$ cat config.mk
export PLATFORM = sky130hd
export DESIGN_NAME = collision_scorer
export DESIGN_NICKNAME = d
export VERILOG_FILES = /design/src/rtl/collision_scorer.sv
export SDC_FILE = /design/constraint.sdc
export NUM_CORES = 1
export LEC_CHECK = 0
export ABC_AREA = 1
export CORE_MARGIN = 2
export CORE_UTILIZATION = 54
export DETAILED_ROUTE_END_ITERATION = 8
export HOLD_SLACK_MARGIN = 0.05
export PLACE_DENSITY = 0.86
export SYNTH_ARGS = -nofsm -noshare
export SYNTH_HDL_FRONTEND = slang
export SYNTH_SLANG_ARGS = --single-unit
$ cat constraint.sdc
create_clock -name clk -period 4.6 [get_ports clk]
set_clock_uncertainty 0.15 [all_clocks]
set_input_delay 0.92 -clock clk [delete_from_list [all_inputs] [get_ports clk]]
set_output_delay 0.92 -clock clk [all_outputs]
set_load 0.03 [all_outputs]
$ cat src/rtl/collision_scorer.sv
// rtl/collision_scorer.sv - laser/alien overlap detection, cell decode, BCD score and lives
// Decodes the struck formation cell by repeated subtraction and commits at most one kill per frame.
module collision_scorer #(
  parameter int NUM_ROWS    = 3,
  parameter int NUM_COLUMNS = 5,
  parameter int CELL_W      = 32,
  parameter int CELL_H      = 24,
  parameter int START_LIVES = 3
) (
  input  logic                            clk,
  input  logic                            reset,
  input  logic [9:0]                      hpos,
  input  logic [9:0]                      vpos,
  input  logic                            display_on,
  input  logic                            vsync,
  input  logic                            laser_gfx,
  input  logic                            alien_pixel,
  input  logic [9:0]                      formation_x,
  input  logic [9:0]                      formation_y,
  input  logic [NUM_ROWS*NUM_COLUMNS-1:0] alive_matrix,
  input  logic                            bomb_hit,
  output logic                            kill_valid,
  output logic [1:0]                      kill_row,
  output logic [2:0]                      kill_col,
  output logic                            hit_alien,
  output logic [7:0]                      score,
  output logic [1:0]                      lives,
  output logic                            game_over,
  output logic                            wave_clear
);

  localparam logic [2:0] LP_COLS  = 3'(NUM_COLUMNS);
  localparam logic [2:0] LP_ROWS  = 3'(NUM_ROWS);
  localparam logic [4:0] LP_COLS5 = 5'(NUM_COLUMNS);
  localparam logic [9:0] LP_CW    = 10'(CELL_W);
  localparam logic [9:0] LP_CH    = 10'(CELL_H);
  localparam logic [1:0] LP_LIVES = 2'(START_LIVES);

  typedef enum logic [1:0] {ARMED, DIVIDE, CHECK, HOLD} state_t;

  state_t r_state;
  state_t w_state_nxt;

  logic [9:0] r_rx;
  logic [9:0] r_ry;
  logic [2:0] r_col;
  logic [2:0] r_row;
  logic       r_vsync_d;
  logic       r_seen_rise;
  logic       r_kill_valid;
  logic [1:0] r_kill_row;
  logic [2:0] r_kill_col;
  logic       r_hit_alien;
  logic [7:0] r_score;
  logic [1:0] r_lives;
  logic       r_game_over;
  logic       r_wave_clear;

  logic                            w_overlap;
  logic                            w_vs_rise;
  logic                            w_vs_fall;
  logic                            w_step_x;
  logic                            w_step_y;
  logic [4:0]                      w_idx;
  logic [NUM_ROWS*NUM_COLUMNS-1:0] w_alive_shift;
  logic                            w_cell_ok;
  logic                            w_commit;
  logic [7:0]                      w_score_inc;
  logic [1:0]                      w_lives_nxt;

  assign w_overlap = display_on & laser_gfx & alien_pixel;
  assign w_vs_rise = vsync & ~r_vsync_d;
  assign w_vs_fall = ~vsync & r_vsync_d;

  // Counters saturate at the formation size, so wrapped negative offsets land out of range.
  assign w_step_x = (r_rx >= LP_CW) && (r_col < LP_COLS);
  assign w_step_y = (r_ry >= LP_CH) && (r_row < LP_ROWS);

  assign w_idx         = 5'(r_row) * LP_COLS5 + 5'(r_col);
  assign w_alive_shift = alive_matrix >> w_idx;
  assign w_cell_ok     = (r_col < LP_COLS) && (r_row < LP_ROWS) && w_alive_shift[0];

  assign w_score_inc = (r_score == 8'h99)      ? 8'h99 :
                       (r_score[3:0] == 4'd9)  ? {r_score[7:4] + 4'd1, 4'd0} :
                                                 {r_score[7:4], r_score[3:0] + 4'd1};

  assign w_lives_nxt = (bomb_hit && (r_lives != 2'd0)) ? r_lives - 2'd1 : r_lives;

  always_comb begin
    w_state_nxt = r_state;
    w_commit    = 1'b0;
    case (r_state)
      ARMED:  if (w_overlap) w_state_nxt = DIVIDE;
      DIVIDE: if (!w_step_x && !w_step_y) w_state_nxt = CHECK;
      CHECK: begin
        if (w_cell_ok) begin
          w_commit    = 1'b1;
          w_state_nxt = HOLD;
        end else begin
          w_state_nxt = ARMED;
        end
      end
      HOLD:   if (r_seen_rise && w_vs_fall) w_state_nxt = ARMED;
      default: w_state_nxt = ARMED;
    endcase
    // Game over aborts any decode in flight; a kill already committed still finishes its hold.
    if (r_game_over && (r_state != HOLD)) begin
      w_state_nxt = ARMED;
      w_commit    = 1'b0;
    end
  end

  always_ff @(posedge clk) begin
    if (reset) begin
      r_state      <= ARMED;
      r_rx         <= 10'd0;
      r_ry         <= 10'd0;
      r_col        <= 3'd0;
      r_row        <= 3'd0;
      r_vsync_d    <= 1'b0;
      r_seen_rise  <= 1'b0;
      r_kill_valid <= 1'b0;
      r_kill_row   <= 2'd0;
      r_kill_col   <= 3'd0;
      r_hit_alien  <= 1'b0;
      r_score      <= 8'h00;
      r_lives      <= LP_LIVES;
      r_game_over  <= 1'b0;
      r_wave_clear <= 1'b0;
    end else begin
      r_state      <= w_state_nxt;
      r_vsync_d    <= vsync;
      r_wave_clear <= (alive_matrix == '0);
      r_lives      <= w_lives_nxt;
      r_game_over  <= (w_lives_nxt == 2'd0);
      r_kill_valid <= w_commit;

      if ((r_state == ARMED) && (w_state_nxt == DIVIDE)) begin
        r_rx  <= hpos - formation_x;
        r_ry  <= vpos - formation_y;
        r_col <= 3'd0;
        r_row <= 3'd0;
      end else if (r_state == DIVIDE) begin
        if (w_step_x) begin
          r_rx  <= r_rx - LP_CW;
          r_col <= r_col + 3'd1;
        end
        if (w_step_y) begin
          r_ry  <= r_ry - LP_CH;
          r_row <= r_row + 3'd1;
        end
      end

      if (w_commit) begin
        r_kill_row  <= r_row[1:0];
        r_kill_col  <= r_col;
        r_hit_alien <= 1'b1;
        r_score     <= w_score_inc;
        r_seen_rise <= 1'b0;
      end else if (r_state == HOLD) begin
        if (w_vs_rise) r_seen_rise <= 1'b1;
        if (r_seen_rise && w_vs_fall) begin
          r_hit_alien <= 1'b0;
          r_seen_rise <= 1'b0;
        end
      end
    end
  end

  assign kill_valid = r_kill_valid;
  assign kill_row   = r_kill_row;
  assign kill_col   = r_kill_col;
  assign hit_alien  = r_hit_alien;
  assign score      = r_score;
  assign lives      = r_lives;
  assign game_over  = r_game_over;
  assign wave_clear = r_wave_clear;

endmodule
## Word-level counts from Yosys, hierarchy flattened

Cells that the tools add are included.
Widths: inputs -> output; s select.

- $add $sub $neg: 10
- $mul: 1
- Magnitude comparators: 4
- Equality and inequality tests: 7
- Shifts and indexed selects: 1
- Multiplexer cells: 23
- Bitwise logic cells: 6
- Reduce and logical (&&, ||, !) cells: 31

Operators with widths:

| cell | number |
|---|---|
| $mux 10 | 6 |
| $sub 10x10->10 | 2 |
| $mux 8 | 2 |
| $reduce_bool 2->1 | 8 |
| $logic_not 15->1 | 1 |
| $shr 15x5->1 | 1 |
| $reduce_and 2->1 | 7 |
| $mux 2 | 6 |
| $ge 10x5->1 const B | 1 |
| $ge 10x6->1 const B | 1 |
| $sub 10x5->10 const B | 1 |
| $sub 10x6->10 const B | 1 |
| $logic_and 1x1->1 | 9 |
| $add 4x1->4 const B | 2 |
| $eq 8x8->1 const B | 1 |
| $mux 1 | 8 |
| $pmux 2 s4 | 1 |
| $add 3x1->3 const B | 2 |
| $add 5x3->5 | 1 |
| $mul 3x3->5 const B | 1 |
| $and 1x1->1 | 4 |
| $eq 2x1->1 const B | 2 |
| $eq 2x2->1 const B | 2 |
| $eq 4x4->1 const B | 1 |
| other kinds (8) | 12 |

- Bits in registers: 49
- Bits of input ports: 62
- Output and inout port bits: 19
- Logic and storage cells: 99

## Depth between registers and ports, before layout

- Depth after elaboration: 11
- Depth in mapped cells: 16
- Gate-level depth less buffers: 15

## Worst setup path after synthesis

OpenSTA, ideal clock, no wires.

- Path type: register -> register
- Start: reg r_row[0]
- End: reg r_score[7] (netlist: score[7])
- Library setup time: 115 ps
- Arrival time: 2400 ps
- Required time: 4335 ps
- Path slack: 1934 ps
- Stages on the path, launching flop included: 14
- Period minus slack after synthesis: 2666 ps
- Cells stage by stage: dfxtp_1 > ha_1 > ha_1 > fa_1 > inv_1 > nand2_1 > nand2_1 > nand2_2 > nand3_4 > nor2_4 > nand2_1 > nor2_1 > nand2_1 > and3_1

- Longest elaborated chain between the ends: 8
- Elaborated cells on any way between the ends: 10
- Those cells by class: add/sub: 1; mul: 1; order compare: 1; shift: 1; mux: 3; reduce/logical: 3

RTL lines:

| element | RTL line | text |
|---|---|---|
| start, declared | 47 | `logic [2:0] r_row;` |
| start signal, assigned | 150 | `r_row <= r_row + 3'd1;` |
| $mul 3x3->5 | 79 | `assign w_idx = 5'(r_row) * LP_COLS5 + 5'(r_col);` |
| $add 5x3->5 | 79 |  |
| $shr 15x5->1 | 80 | `assign w_alive_shift = alive_matrix >> w_idx;` |
| $logic_and 1x1->1 * | 81 | `assign w_cell_ok = (r_col < LP_COLS) && (r_row < LP_ROWS) && w_alive_shift[0];` |
| $mux 1 * | 96 | `if (w_cell_ok) begin` |
| $mux 1 * | 92 | `case (r_state)` |
| $mux 1 * | 107 | `if (r_game_over && (r_state != HOLD)) begin` |
| $reduce_and 2->1 (no source line) * | - |  |
| end signal, assigned | 158 | `r_score <= w_score_inc;` |
| end, declared | 54 | `logic [7:0] r_score;` |

Every way passes the cells marked *; elsewhere a longest branch is shown, timed or not.
A chain may end at the register's enable or synchronous reset.

## Final worst setup path

- Start: reg r_row[0]
- End: reg r_row[0]

- Longest elaborated chain between the ends: 10
- Elaborated cells on any way between the ends: 18
- Those cells by class: add/sub: 2; mul: 1; order compare: 1; eq/ne: 1; shift: 1; mux: 4; reduce/logical: 8

RTL lines:

| element | RTL line | text |
|---|---|---|
| $mul 3x3->5 or $lt 3x2->1 (tied branches) | 79, 77, 81 |  |
| $add 5x3->5 or $logic_and 1x1->1 (tied branches) | 79, 77 |  |
| $shr 15x5->1 or $logic_not 1->1 (tied branches) | 80, 94 |  |
| $logic_and 1x1->1, on equally long branches | 81, 94 |  |
| $mux 2, on equally long branches | 96, 94 |  |
| $pmux 2 s4 | 92 |  |
| $mux 2 | 107 |  |
| $eq 2x1->1 | 138 | `if ((r_state == ARMED) && (w_state_nxt == DIVIDE)) begin` |
| $logic_and 1x1->1 | 138 |  |
| $reduce_or 2->1 (no source line) | - |  |

Several ways; a longest one is shown, not always the timed one.

==> flow_summary.yaml <==
run_status:
  status: "finished, final reports clean"
cts:
  cts_root_buffer: "clkbuf_8"
  tritoncts: "yes"
  clk_latency_ns: 0.30
  cts_resized: 0
  postCtsHoldBufs: 0
  cts-htree-levels: 2
  cts_buffers: 5
  clkTransAtPathRegs_ns: 0.07
  cts_setup_buffers: 0
  clkSinkCount: 41
  max-clock-path-buffers: 2
die:
  fp.dieH_um: 83.2
  fp-row-count: 28
  die_x_um: 83.2
  core_mm2: 0.00599
  initial_core_util: 0.566
  design.die.area_mm2: 0.00693
  ios: 81
sta:
  min_period_ns: 2.99
  worstMarginPinSlew_ns: 0.781
  rsz0062_at_grt: "false"
  setup_violations: 0
  hold_viol: 0
  slew_headroom: 0.477
  fin_crit_sh: 0.650
  clock.fmax_ghz: 0.334
  maxSlewViolCount: 0
  tns_ns: 0
worst_setup_path:
  cp_max_fo: 25
  arrival_ns: 3.07
  critPathKind: "reg -> reg"
  critPathRequiredTime_ns: 4.68
  startpoint_type: "flop"
  critPathCaptureType: "flop"
cells_and_area:
  nNetsFinal: 694
  mostFrequentLayoutCell: "nand2_1"
  mostFrequentLayoutCells: "133 x nand2_1, 86 x inv_1, 80 x clkdlybuf4s50_1"
  layout-drive-gt1-share: 0.0302
  antenna_cells: 0
  area_growth_pct: 26.7
power_and_ir_drop:
  max-vdd-ir-drop_mv: 0.203
  p_total_uw: 1100
  leakage_uw: 0.00209
  p_per_area_mw_per_mm2: 257
route:
  routed_wl_um: 7530
  first_pass_iters: 5
  drt-wirelength-per-cell_um: 11.2
  drtAntennaViolNets: 0
  via_count: 3509
  dr.first_iter.drc_count: 170
  drc: 0
  viasPerCell: 5.23
logic_synthesis:
  yosys.area.top_type_share: 0.242
  ys_ff_latch: 41
  syn_avg_cell_area_um2: 6.51
  synth_cells: 521
  synth_area_leaders: "dfxtp_1 24%, nand2_1 15%, ha_1 12%, inv_1 9.5%, nand3_1 7.1%"
  synth_warnings: 0
  ys_seq_area_frac: 0.242
  yosys.area.top_type: "dfxtp_1"
  synth_nets: 619
  synthesis.area_mm2: 0.00339
  ys_types: 31
global_routing:
  gr-total-overflow: 0
  grt_max_degree: 26
  grt_usage: 0.219
  grt_first_pass_wirelength_um: 13400
  antenna_found_initial: 0
  first_global_vias: 3344
placement:
  dpl.hpwl_um: 6060
  port_buffers: 80
  place.gp.congestion: 0.957
job:
  maxCapViolCount: 0
hold_path:
  hold_class: "reg -> reg"
[cell usage after synthesis]
| cell type | number |
|---|---|
| nand2_1 | 133 |
| inv_1 | 86 |
| nand3_1 | 48 |
| dfxtp_1 | 41 |
| nor2_1 | 39 |
| a21oi_1 | 33 |
| ha_1 | 33 |
| nand4_1 | 18 |
| o21ai_0 | 17 |
| xor2_1 | 15 |
| xnor2_1 | 8 |
| clkbuf_1 | 7 |
| nor3_1 | 7 |
| buf_6 | 4 |
| a31oi_1 | 3 |
| fa_1 | 3 |
| nand3_4 | 3 |
| nor2_2 | 3 |
| nor4_1 | 3 |
| o21bai_1 | 3 |
| inv_2 | 2 |
| nand2_2 | 2 |
| o21ai_1 | 2 |
| a211oi_1 | 1 |
| a21boi_0 | 1 |
| and3_1 | 1 |
| buf_2 | 1 |
| inv_4 | 1 |
| nor2_4 | 1 |
| o22ai_1 | 1 |
| or2_1 | 1 |
[power by group]
part | switching (uW) | internal [uW] | leakage [uW]
clock network | 120 | 119 | 0.0000443
logic | 254 | 192 | 0.00172
registers | 30.7 | 388 | 0.000333
total | 405 | 699 | 0.00209
[registers in the layout (all words and copies together), names as in the netlist]
signal       cells
kill_col         3
r_vsync_d        1
r_ry             7
wave_clear       1
game_over        1
r_seen_rise      1
kill_valid       1
score            8
r_col            3
hit_alien        1
r_row            3
lives            2
r_state          2
kill_row         2
r_rx             5
[cells by family after synthesis]
family | Yosys count | share of synthesized area
xor gates and xnor gates | 23 | 0.0594
buffers and inverters | 101 | 0.122
DFF | 41 | 0.242
adders and majority gates | 36 | 0.139
AOI/OAI and AO/OA | 61 | 0.0952
and+or+nand+nor | 259 | 0.342
[final timing paths]
path	endpoint	cells past startpoint	from	slack [ns]
worst min register to register	kill_col[2]	2	kill_col[2]	0.33
worst min-delay path	kill_col[2]	2	kill_col[2]	0.33
worst max register to register	r_row[0]	11	r_row[0]	1.61
worst max-delay path	r_row[0]	11	r_row[0]	1.61
[critical path: stages (launching register included)]
cell and delay, ns:
dfxtp_1 0.44, ha_1 0.27, ha_1 0.33, fa_1 0.61, inv_1 0.07, nand3_1 0.08
nand3_1 0.11, nand3_4 0.14, nand3_4 0.16, nand3_4 0.25, nand2_2 0.15, a21oi_1 0.15
[layout make-up]
| class | count | area [um2] |
|---|---|---|
| clock buffer | 7 | 86.3 |
| fill | 502 | 1700 |
| inverter | 89 | 337 |
| multi-input combinational | 379 | 2160 |
| sequential | 41 | 821 |
| tap | 75 | 93.8 |
| timing repair buffer | 80 | 801 |
[per-stage QoR]
step / cell area (um2) / utilization / hold slack (ns) / worst slack, ns / instances
after floorplan: 3390 / - / 0.311 / 1.93 / 521
after detailed placement: 4210 / 0.703 / 0.323 / 1.47 / 664
final: 4300 / 0.717 / 0.331 / 1.61 / 671
after CTS: 4300 / 0.717 / 0.333 / 1.60 / 671
after global routing: 4300 / 0.717 / 0.359 / 1.36 / 671
after global placement: 4210 / 0.703 / 0.315 / 1.54 / 664
[routing by layer]
layer / up-vias / global-route usage / wire [um]
met5: - / 0 / 0
met4: 0 / 0.0596 / 132
met3: 16 / 0.0417 / 323
met2: 98 / 0.407 / 3790
met1: 1569 / 0.256 / 3290
li1: 1826 / - / -
Note: power is estimated with default switching activity, not from simulation.
==> patch (config.mk and constraints unchanged) <==
Put one more register stage on the output `kill_valid`, without a reset. The value now appears one clock later. The other outputs are not delayed to match.
--- a/src/rtl/collision_scorer.sv
+++ b/src/rtl/collision_scorer.sv
@@ -169,3 +169,5 @@
 
-  assign kill_valid = r_kill_valid;
+  always_ff @(posedge clk) begin
+    kill_valid <= r_kill_valid;
+  end
   assign kill_row   = r_kill_row;
Function: changed (a bounded check fails within 4 cycles, from zero or initial values and one cycle with reset high).
==> patch against the original RTL <==
Sequential cell count grew 1. Via count shrank 0.74%. Setup slack lost 41 ps. Wire length grew 2.9%. Combinational power grew 1%. Largest cell class unchanged. First-iteration DRC count shrank 7.6%. Largest power group unchanged. Sequential share of layout area grew 0.42 points. Cell area grew 0.23%. Total power shrank 0.30%. Critical path depth is the same. Area after synthesis grew 0.59%.
==> patch: results (changes against the original RTL) <==
* Global-route wire length before repair at 13500 um (was 13400 um)
* P_seq at 427 uW (was 419 uW)
* Finished Layout Cells at 672 (was 671)
* Commonest cells in the netlist: nand2_1 (133), inv_1 (86), nand3_1 (48), dfxtp_1 (42), nor2_1 (39) (was nand2_1 (133), inv_1 (86), nand3_1 (48), dfxtp_1 (41), nor2_1 (39))
* Final net count at 695 (was 694)
* Synth Area in XOR/XNOR at 0.0591 (was 0.0594)
* Hpwl dp at 6270 um (was 6060 um)
* Compound-cell area share of the yosys netlist at 0.0946 (was 0.0952)
* P_comb at 451 uW (was 446 uW)
* Sequential fraction of the synthesis area at 0.247 (was 0.242)
* Vias per cell at 5.18 (was 5.23)
* Critical hold path startpoint: r_kill_valid (was kill_col[2])
* Switching share of power at 0.370 (was 0.367)
* Final WL at 7750 um (was 7530 um)
* Vias in the first global route at 3360 (was 3344)
* Status: complete, no violations (unchanged)
* Mapped Avg Cell Area at 6.53 um^2 (was 6.51 um^2)
* GR Util met2 at 0.430 (was 0.407)
* Routability cong. at 0.932 (was 0.957)
* Syn_nets at 620 (was 619)
* First drt pass iteration count at 4 (was 5)
* Yosys top cell area share at 0.247 (was 0.242)
* Met3 usage at 0.0317 (was 0.0417)
* Tot GR Track Use at 0.225 (was 0.219)
* Layout cells sized above 1 at 0.0285 (was 0.0302)
* Pleak at 2.10 nW (was 2.09 nW)
* DR iter-0 viols at 157 (was 170)
* Slew @ Worst Pin at 776 ps (was 781 ps)
* Peak supply drop at 0.226 mV (was 0.203 mV)
* Tot Pwr at 1.10 mW (about the same)
* Synth top area cells: dfxtp_1 (25%), nand2_1 (15%), ha_1 (12%) (was dfxtp_1 (24%), nand2_1 (15%), ha_1 (12%))
* Met1 usage at 0.262 (was 0.256)
* Flop-to-flop setup slack at 1570 ps (was 1610 ps)
* Placed cell area at 4230 um^2 (was 4210 um^2)
patch: worst paths after layout:
| check | cells after the start | end |
|---|---|---|
| setup / recovery | 11 | r_rx[8] |
| hold / removal | 0 | kill_valid |
| setup reg to reg | 11 | r_rx[8] |
| hold reg to reg | 0 | kill_valid |
patch: layout make-up:
type / instances / area (um^2)
multi-input cells: 379 / 2160
inverters: 89 / 337
clock buffers: 7 / 76.3
fillers: 494 / 1720
repair buffers: 80 / 801
flip-flops and latches: 42 / 841
well taps: 75 / 93.8
patch: through the flow:
| step | hold slack (ps) | setup slack, ps |
|---|---|---|
| 2_1_floorplan | 160 | 1930 |
| 3_3_place_gp | 162 | 1550 |
| 3_5_place_dp | 165 | 1490 |
| 4_1_cts | 182 | 1570 |
| 5_1_grt | 197 | 1320 |
| 6_report | 181 | 1570 |
patch: routing by layer:
layer	up-vias	routed length, um
li1	1826	-
met1	1551	3330
met2	94	3960
met3	12	371
met4	0	81
met5	-	0
